<file path="config.mk">
export PLATFORM = sky130hd
export DESIGN_NAME = alu_sequencer
export DESIGN_NICKNAME = d
export VERILOG_FILES = /design/src/rtl/alu_sequencer.sv
export SDC_FILE = /design/constraint.sdc
export NUM_CORES = 1
export LEC_CHECK = 0
export BUFFER_PORTS_ARGS = -buffer_cell sky130_fd_sc_hd__buf_2
export CAP_MARGIN = 40
export CORE_ASPECT_RATIO = 1.25
export CORE_MARGIN = 2
export CORE_UTILIZATION = 43
export CTS_CLUSTER_SIZE = 24
export DETAILED_ROUTE_END_ITERATION = 8
export MAX_ROUTING_LAYER = met4
export PLACE_DENSITY = 0.65
export SYNTH_ARGS = -nofsm -noshare
export SYNTH_HDL_FRONTEND = slang
export SYNTH_SLANG_ARGS = --single-unit
</file>
<file path="constraint.sdc">
create_clock -name clk -period 2.97 [get_ports clk]
set_input_delay 0.297 -clock clk [delete_from_list [all_inputs] [get_ports clk]]
set_output_delay 0.297 -clock clk [all_outputs]
set_load 0.005 [all_outputs]
</file>
<file path="src/rtl/alu_sequencer.sv">
// Multi-cycle instruction sequencer for the 8-bit ALU.
// Accepts 16-bit instructions over valid/ready, keeps a 4 x 8-bit register
// file, drives the ALU ports and writes results back.
//
//   state | meaning
//   IDLE  | ready for a new instruction (unless halted)
//   SETUP | operands on alu_a/alu_b, opcode parked at IDLE_OP
//   EXEC  | real opcode presented to the ALU
//   WB    | ALU result captured into rd at the end of this cycle
//   LOAD  | immediate written into rd at the end of this cycle
//   HALT  | sequencer stopped until reset
module alu_sequencer #(
  parameter logic [3:0] IDLE_OP = 4'b1111,
  parameter logic [7:0] REG_RST = 8'h00
) (
  input  logic        clk,
  input  logic        rst,
  input  logic        instr_valid,
  output logic        instr_ready,
  input  logic [15:0] instr,
  output logic [3:0]  alu_opcode,
  output logic [7:0]  alu_a,
  output logic [7:0]  alu_b,
  input  logic [7:0]  alu_out,
  input  logic [3:0]  alu_flag,
  output logic [7:0]  result,
  output logic        result_valid,
  output logic [3:0]  status_flag,
  output logic        illegal,
  output logic        halted,
  input  logic [1:0]  dbg_sel,
  output logic [7:0]  dbg_data
);

  typedef enum logic [2:0] {
    S_IDLE, S_SETUP, S_EXEC, S_WB, S_LOAD, S_HALT
  } state_t;

  localparam logic [3:0] OP_ADD  = 4'b0000;
  localparam logic [3:0] OP_SUB  = 4'b0001;
  localparam logic [3:0] OP_LDI  = 4'b1000;
  localparam logic [3:0] OP_HALT = 4'b1111;

  state_t      state, state_next;
  logic [3:0]  op_q;
  logic [1:0]  rd_q;
  logic [7:0]  imm_q;
  logic [7:0]  regs [4];

  logic [3:0]  in_op;
  logic        in_alu, in_ldi, in_halt, in_illegal;
  logic        accept;

  assign in_op      = instr[15:12];
  assign in_alu     = (in_op[3] == 1'b0) && (in_op != 4'b0111);
  assign in_ldi     = (in_op == OP_LDI);
  assign in_halt    = (in_op == OP_HALT);
  assign in_illegal = !(in_alu || in_ldi || in_halt);
  assign accept     = (state == S_IDLE) && instr_valid && !halted;

  assign dbg_data = regs[dbg_sel];

  // State register.
  always_ff @(posedge clk or posedge rst) begin
    if (rst) state <= S_IDLE;
    else     state <= state_next;
  end

  // Next-state decode plus handshake and ALU opcode outputs.
  always_comb begin
    state_next  = state;
    instr_ready = 1'b0;
    alu_opcode  = IDLE_OP;
    case (state)
      S_IDLE: begin
        instr_ready = !halted;
        if (accept) begin
          if (in_alu)       state_next = S_SETUP;
          else if (in_ldi)  state_next = S_LOAD;
          else if (in_halt) state_next = S_HALT;
          else              state_next = S_IDLE;
        end
      end
      S_SETUP: state_next = S_EXEC;
      S_EXEC: begin
        alu_opcode = op_q;
        state_next = S_WB;
      end
      S_WB: begin
        alu_opcode = op_q;
        state_next = S_IDLE;
      end
      S_LOAD:  state_next = S_IDLE;
      S_HALT:  state_next = S_HALT;
      default: state_next = S_IDLE;
    endcase
  end

  // Latch the accepted instruction and present operands read from the
  // pre-writeback register file; LDI/HALT/illegal leave the ALU ports idle.
  always_ff @(posedge clk or posedge rst) begin
    if (rst) begin
      op_q  <= IDLE_OP;
      rd_q  <= 2'd0;
      imm_q <= 8'h00;
      alu_a <= 8'h00;
      alu_b <= 8'h00;
    end else if (accept) begin
      op_q  <= in_op;
      rd_q  <= instr[11:10];
      imm_q <= instr[7:0];
      if (in_alu) begin
        alu_a <= regs[instr[9:8]];
        alu_b <= regs[instr[7:6]];
      end
    end
  end

  // Pulses, sticky halt, writeback into the register file and status update.
  always_ff @(posedge clk or posedge rst) begin
    if (rst) begin
      for (int i = 0; i < 4; i++) regs[i] <= REG_RST;
      result       <= 8'h00;
      result_valid <= 1'b0;
      status_flag  <= 4'b0000;
      illegal      <= 1'b0;
      halted       <= 1'b0;
    end else begin
      result_valid <= 1'b0;
      illegal      <= accept && in_illegal;
      if (accept && in_halt) halted <= 1'b1;
      if (state == S_WB) begin
        regs[rd_q]   <= alu_out;
        result       <= alu_out;
        result_valid <= 1'b1;
        // Logic/shift ops leave stale ALU flags, so zero is derived locally.
        if (op_q == OP_ADD || op_q == OP_SUB) status_flag <= alu_flag;
        else status_flag <= (alu_out == 8'h00) ? 4'b0010 : 4'b0000;
      end
      if (state == S_LOAD) begin
        regs[rd_q]   <= imm_q;
        result       <= imm_q;
        result_valid <= 1'b1;
      end
    end
  end

endmodule

</file>
## Word level (Yosys, flattened, before mapping)

Cells that the tools add are included.

| storage, ports and cells | value |
|---|---|
| register bits | 80 |
| bits of input ports | 33 |
| output and inout port bits | 44 |
| word-level logic and storage cells | 80 |

| operators by class | value |
|---|---|
| order comparisons | 5 |
| eq/ne operators | 10 |
| multiplexer cells | 28 |
| bitwise logic cells | 5 |
| reductions and logical operators | 17 |

Operators by type and width:

| kind | count |
|---|---|
| $mux 8 | 9 |
| $bwmux 32 | 2 |
| $mux 32 | 2 |
| $bmux 8 s2 | 3 |
| $demux 8 s2 | 1 |
| $ge 3x3->1 const B | 4 |
| $mux 3 | 4 |
| $not 2->3 | 4 |
| $pmux 3 s4 | 1 |
| $eq 4x4->1 const B | 2 |
| $logic_not 8->1 | 1 |
| $mux 4 | 2 |
| $eq 3x2->1 const B | 2 |
| $eq 3x3->1 const B | 2 |
| $logic_and 1x1->1 | 6 |
| $eq 4x1->1 const B | 1 |
| $logic_not 4->1 | 1 |
| $ne 4x3->1 const B | 1 |
| $eq 3x1->1 const B | 1 |
| $logic_not 3->1 | 1 |
| $logic_or 1x1->1 | 3 |
| $lt 3x1->1 const B | 1 |
| $mux 1 | 3 |
| $logic_not 1->1 | 2 |
| 6 further kinds | 6 |

## Longest topological paths before layout

| logic depth | value |
|---|---|
| depth in word-level cells | 9 |
| gate-level depth with buffers | 6 |
| depth with buffers taken out | 3 |

## Worst setup path before layout

OpenSTA, ideal clock, no wires.

| timing path | value |
|---|---|
| kind | register to register |
| start point | register state[1] |
| end point | register alu_a[0] |
| arrival | 1.558 ns |
| data required time | 2.845 ns |
| path slack | 1.287 ns |
| cell stages (with the launch flop) | 6 |
| cells stage by stage | dfrtp_1 buf_6 nor4_4 nand3_4 buf_6 mux2_4 |

| on the way | value |
|---|---|
| cells in the longest elaborated chain, start to end | 4 |

Ends and longest elaborated chain:

| what | line | text |
|---|---|---|
| start: declaration | 44 | `state_t state, state_next;` |
| start signal: assignment | 66 | `else state <= state_next;` |
| $logic_not 3->1 | 59 | `assign accept = (state == S_IDLE) && instr_valid && !halted;` |
| $logic_and 1x1->1 (2 in a row) | 59 |  |
| $reduce_and 2->1 (no line) | n/a |  |
| end signal: assignment | 113 | `alu_a <= regs[instr[9:8]];` |
| end: declaration | 22 | `output logic [7:0] alu_a,` |

Every way passes these cells.
A chain may end at the register's enable or synchronous reset.

## Worst setup path in the final report

| timing path | value |
|---|---|
| start point | register state[2] |
| end point | register regs[4] in the netlist's numbering |

| on the way | value |
|---|---|
| cells in the longest elaborated chain, start to end | 4 |
| elaborated cells on any way between the ends | 5 |

Ends and longest elaborated chain:

| what | line | text |
|---|---|---|
| $eq 3x2->1 | 132 | `if (state == S_WB) begin` |
| $mux 32 | 132 |  |
| $bwmux 32 | 141 | `regs[rd_q] <= imm_q;` |
| $mux 32 * | 140 | `if (state == S_LOAD) begin` |
| end signal: indexed assignment | 133 | `regs[rd_q] <= alu_out;` |
| end signal: indexed assignment | 141 |  |
| end: declaration | 48 | `logic [7:0] regs [4];` |

Mark *: on every way between the ends. The rest lies on a longest branch, timed or not.

==> impl_metrics.toml <==
[clock_network]
post_cts_buffers = 0
clk_latency_ns = 0.35
clk_pin_slew_ns = 0.08
root_buffer = "clkbuf_8"
ctsResizeCount = 0
cts.sinks = 80
cts_max_level = 3
cts_buffer_depth = 2
cts_hold_buf = 0
cts_tree = "built"
cts_buffers = 9

[floorplan]
top_level_ports = 77
dieArea_sq_mm = 0.00986
start_util_pct = 44.6
rows = 38
die_x_microns = 89.2
core-area_sq_mm = 0.00875
dieHeight_microns = 111

[synthesis]
synth_cell_types = 40
synthCells = 278
synth_compound_area_share_pct = 13.8
syn_area_sq_mm = 0.00390
yosys_warnings = 0
synth-seq-cells = 80
synthAdderAreaFrac_pct = 0
synth_mux_area_share_pct = 23.5
synth_xor_area_share_pct = 0.224
syn_avg_cell_area_sq_um = 14.0
synth-simple-area-share_pct = 7.98
syn-num-nets = 311
synth_top_family_by_area = "multiplexers"
ys_seq_area_share_pct = 51.4

[routing]
wl_met1_microns = 3830
dr.max_layer_used = "met4"
ant_nets = 0
totalWireLength_microns = 8650
firstDrtPassIters = 5
drc_errors = 0
drt_iter0_markers = 99
wl_met3_microns = 376
wl_met2_microns = 4270
vias_per_cell = 5.63
wl_per_cell_microns = 18.3
vias = 2663

[flow_run]
maxCapViolations = 0

[sta]
tns_ns = 0
hold_viol_final = 0
fin_crit_ns = 2.02
max_freq_mhz = 495
tightest_slew_ns = 0.701
fin_crit_sh_pct = 68.1
hold-worst-slack_ns = 0.0241
slew_headroom_pct = 53.0
rsz0062_at_grt = "false"
final-setup-viol-count = 0
finClkSkew_ns = 0.00671
report.final.slew_viol_count = 0

[global_routing]
overflow = 0
grt_pass1_wl_microns = 14600
antenna_found_initial = 0
gr-usage-all-layers_pct = 19.9
grt_pass1_vias = 2782
grt_max_degree = 31

[worst_setup_path]
worstPathRequired_ns = 3.21
arrival_ns = 2.26
cp_max_fo = 25
crit_type = "reg2reg"
crit_path_end_kind = "register"
cp-start-kind = "register"

[layout]
antennaDiodeCount = 0
synthToLayoutAreaGrowth_pct = 17.6
drive_gt1_share_pct = 45.6
nFillCells = 821
nNetsFinal = 382
instances_no_fill = 473
final_core_util_pct = 52.5

[placement]
dp_hpwl_microns = 6210
dp_cells = 458
port_buffers = 76
place_congestion = 0.809

[run_status]
status = "completed"

[power_and_ir_drop]
ir_drop_v = 0.000291
finalPower_mw = 2.14
p_per_area_mw_per_mm2 = 466
p_leak_nw = 2.20

[hold_path]
hp-class = "in2async"
## placed cells by master, fill, tap and decap left out, drive strengths merged
cell type	instances
nor2b	2
nor3b	1
dfrtp	76
bufinv	3
nand3	1
nor3	2
mux2	30
dfstp	4
o22ai	4
o221ai	1
a21oi	6
or2	1
nor2	12
o21ai	1
o21bai	1
a32oi	1
a31oi	9
and3b	1
a22o	3
buf	80
xnor2	1
inv	4
nand4	1
nand2b	6
nand3b	2
nor4	3
clkbuf	12
mux4	24
nand2	21
o22a	37
or3b	1
and2	1
and3	1
## sequential cells by signal, indices dropped and copies added, names as in the netlist
register / cells
illegal: 1
alu_a: 8
op_q: 4
result: 8
state: 3
alu_b: 8
imm_q: 8
status_flag: 4
regs: 32
result_valid: 1
rd_q: 2
halted: 1
## layer usage
layer | GRT usage (%) | vias up
met1 | 28.0 | 1363
met2 | 29.5 | 80
met5 | - | -
li1 | - | 1209
met4 | 7.76 | 0
met3 | 2.32 | 11
## cell type report
type | instances | area (sq um) | share of cell area (%)
inverters | 4 | 15.0 | 0.327
flip-flops and latches | 80 | 2010 | 43.7
clock inverters | 3 | 90.1 | 1.96
well taps | 120 | 150 | 3.27
multi-input cells | 174 | 1770 | 38.6
clock buffers | 12 | 145 | 3.16
repair buffers | 80 | 410 | 8.94
## Yosys cell counts
cell type | count | area share [%]
inv_1 | 4 | 0.38
a21oi_1 | 2 | 0.26
buf_1 | 3 | 0.29
o221ai_1 | 1 | 0.22
nor4_1 | 2 | 0.32
and2_1 | 1 | 0.16
a32oi_1 | 1 | 0.22
buf_4 | 2 | 0.38
a21oi_4 | 4 | 1.7
nand2_1 | 20 | 1.9
or3b_1 | 1 | 0.22
nor4_4 | 1 | 0.54
xnor2_1 | 1 | 0.22
nor3b_1 | 1 | 0.19
nor3_1 | 2 | 0.26
mux2_4 | 10 | 3.8
and3_1 | 1 | 0.16
nand3b_1 | 1 | 0.19
nand3_4 | 1 | 0.45
nand4_1 | 1 | 0.16
nand2_4 | 1 | 0.29
o21ai_0 | 1 | 0.13
nor2b_1 | 2 | 0.32
clkbuf_1 | 9 | 0.87
nor2_1 | 12 | 1.2
buf_2 | 3 | 0.38
o22ai_1 | 4 | 0.64
mux2_2 | 20 | 5.8
o21bai_1 | 1 | 0.19
a31oi_1 | 9 | 1.4
mux4_2 | 24 | 14
and3b_1 | 1 | 0.22
nand2b_1 | 6 | 0.96
buf_6 | 3 | 0.87
o22a_1 | 37 | 8.3
dfrtp_1 | 76 | 49
dfstp_2 | 4 | 2.7
or2_2 | 1 | 0.16
nand3b_2 | 1 | 0.29
a22o_1 | 3 | 0.67
## cells by family (layout without fill, tap and decap cells)
| family | Yosys count | after routing |
|---|---|---|
| muxes | 54 | 54 |
| buffers and inverters | 24 | 99 |
| xor gates and xnor gates | 1 | 1 |
| AOI/OAI and AO/OA | 63 | 63 |
| and+or+nand+nor | 56 | 56 |
| DFF | 80 | 80 |
## worst max-delay path, cell delays in order (launching register included)
cell      delay (ns)
dfrtp_1         0.49
nand3b_2        0.70
o22a_1          0.50
o22a_1          0.23
## power breakdown
group	leakage (nW)	total (mW)	internal (mW)	switching [mW]
clock network	0.117	0.959	0.578	0.381
logic	1.05	0.0895	0.0333	0.0562
registers	1.04	1.09	1.09	0.0000228
total	2.20	2.14	1.70	0.437
## path summary, 6_finish.rpt
path                                   from              to  slack [ns]  cells past startpoint
worst max-delay path               state[2]         regs[4]        0.95                      3
worst min-delay path                    rst        regs[30]        0.02                      2
worst max register to register     state[2]         regs[4]        0.95                      3
worst min register to register     alu_a[5]        alu_a[5]        0.50                      1
max in group asynchronous               rst         regs[5]        2.12                      3
min in group clk                alu_flag[0]  status_flag[0]        0.16                      2
## stage by stage
step	worst slack, ns	cell area, sq um
6_report	0.949	4590
5_1_grt	0.846	4590
4_1_cts	0.938	4590
3_5_place_dp	0.962	4360
3_3_place_gp	1.01	4360
2_1_floorplan	0.628	3900
No activity file was read; power rests on OpenSTA's default activity.
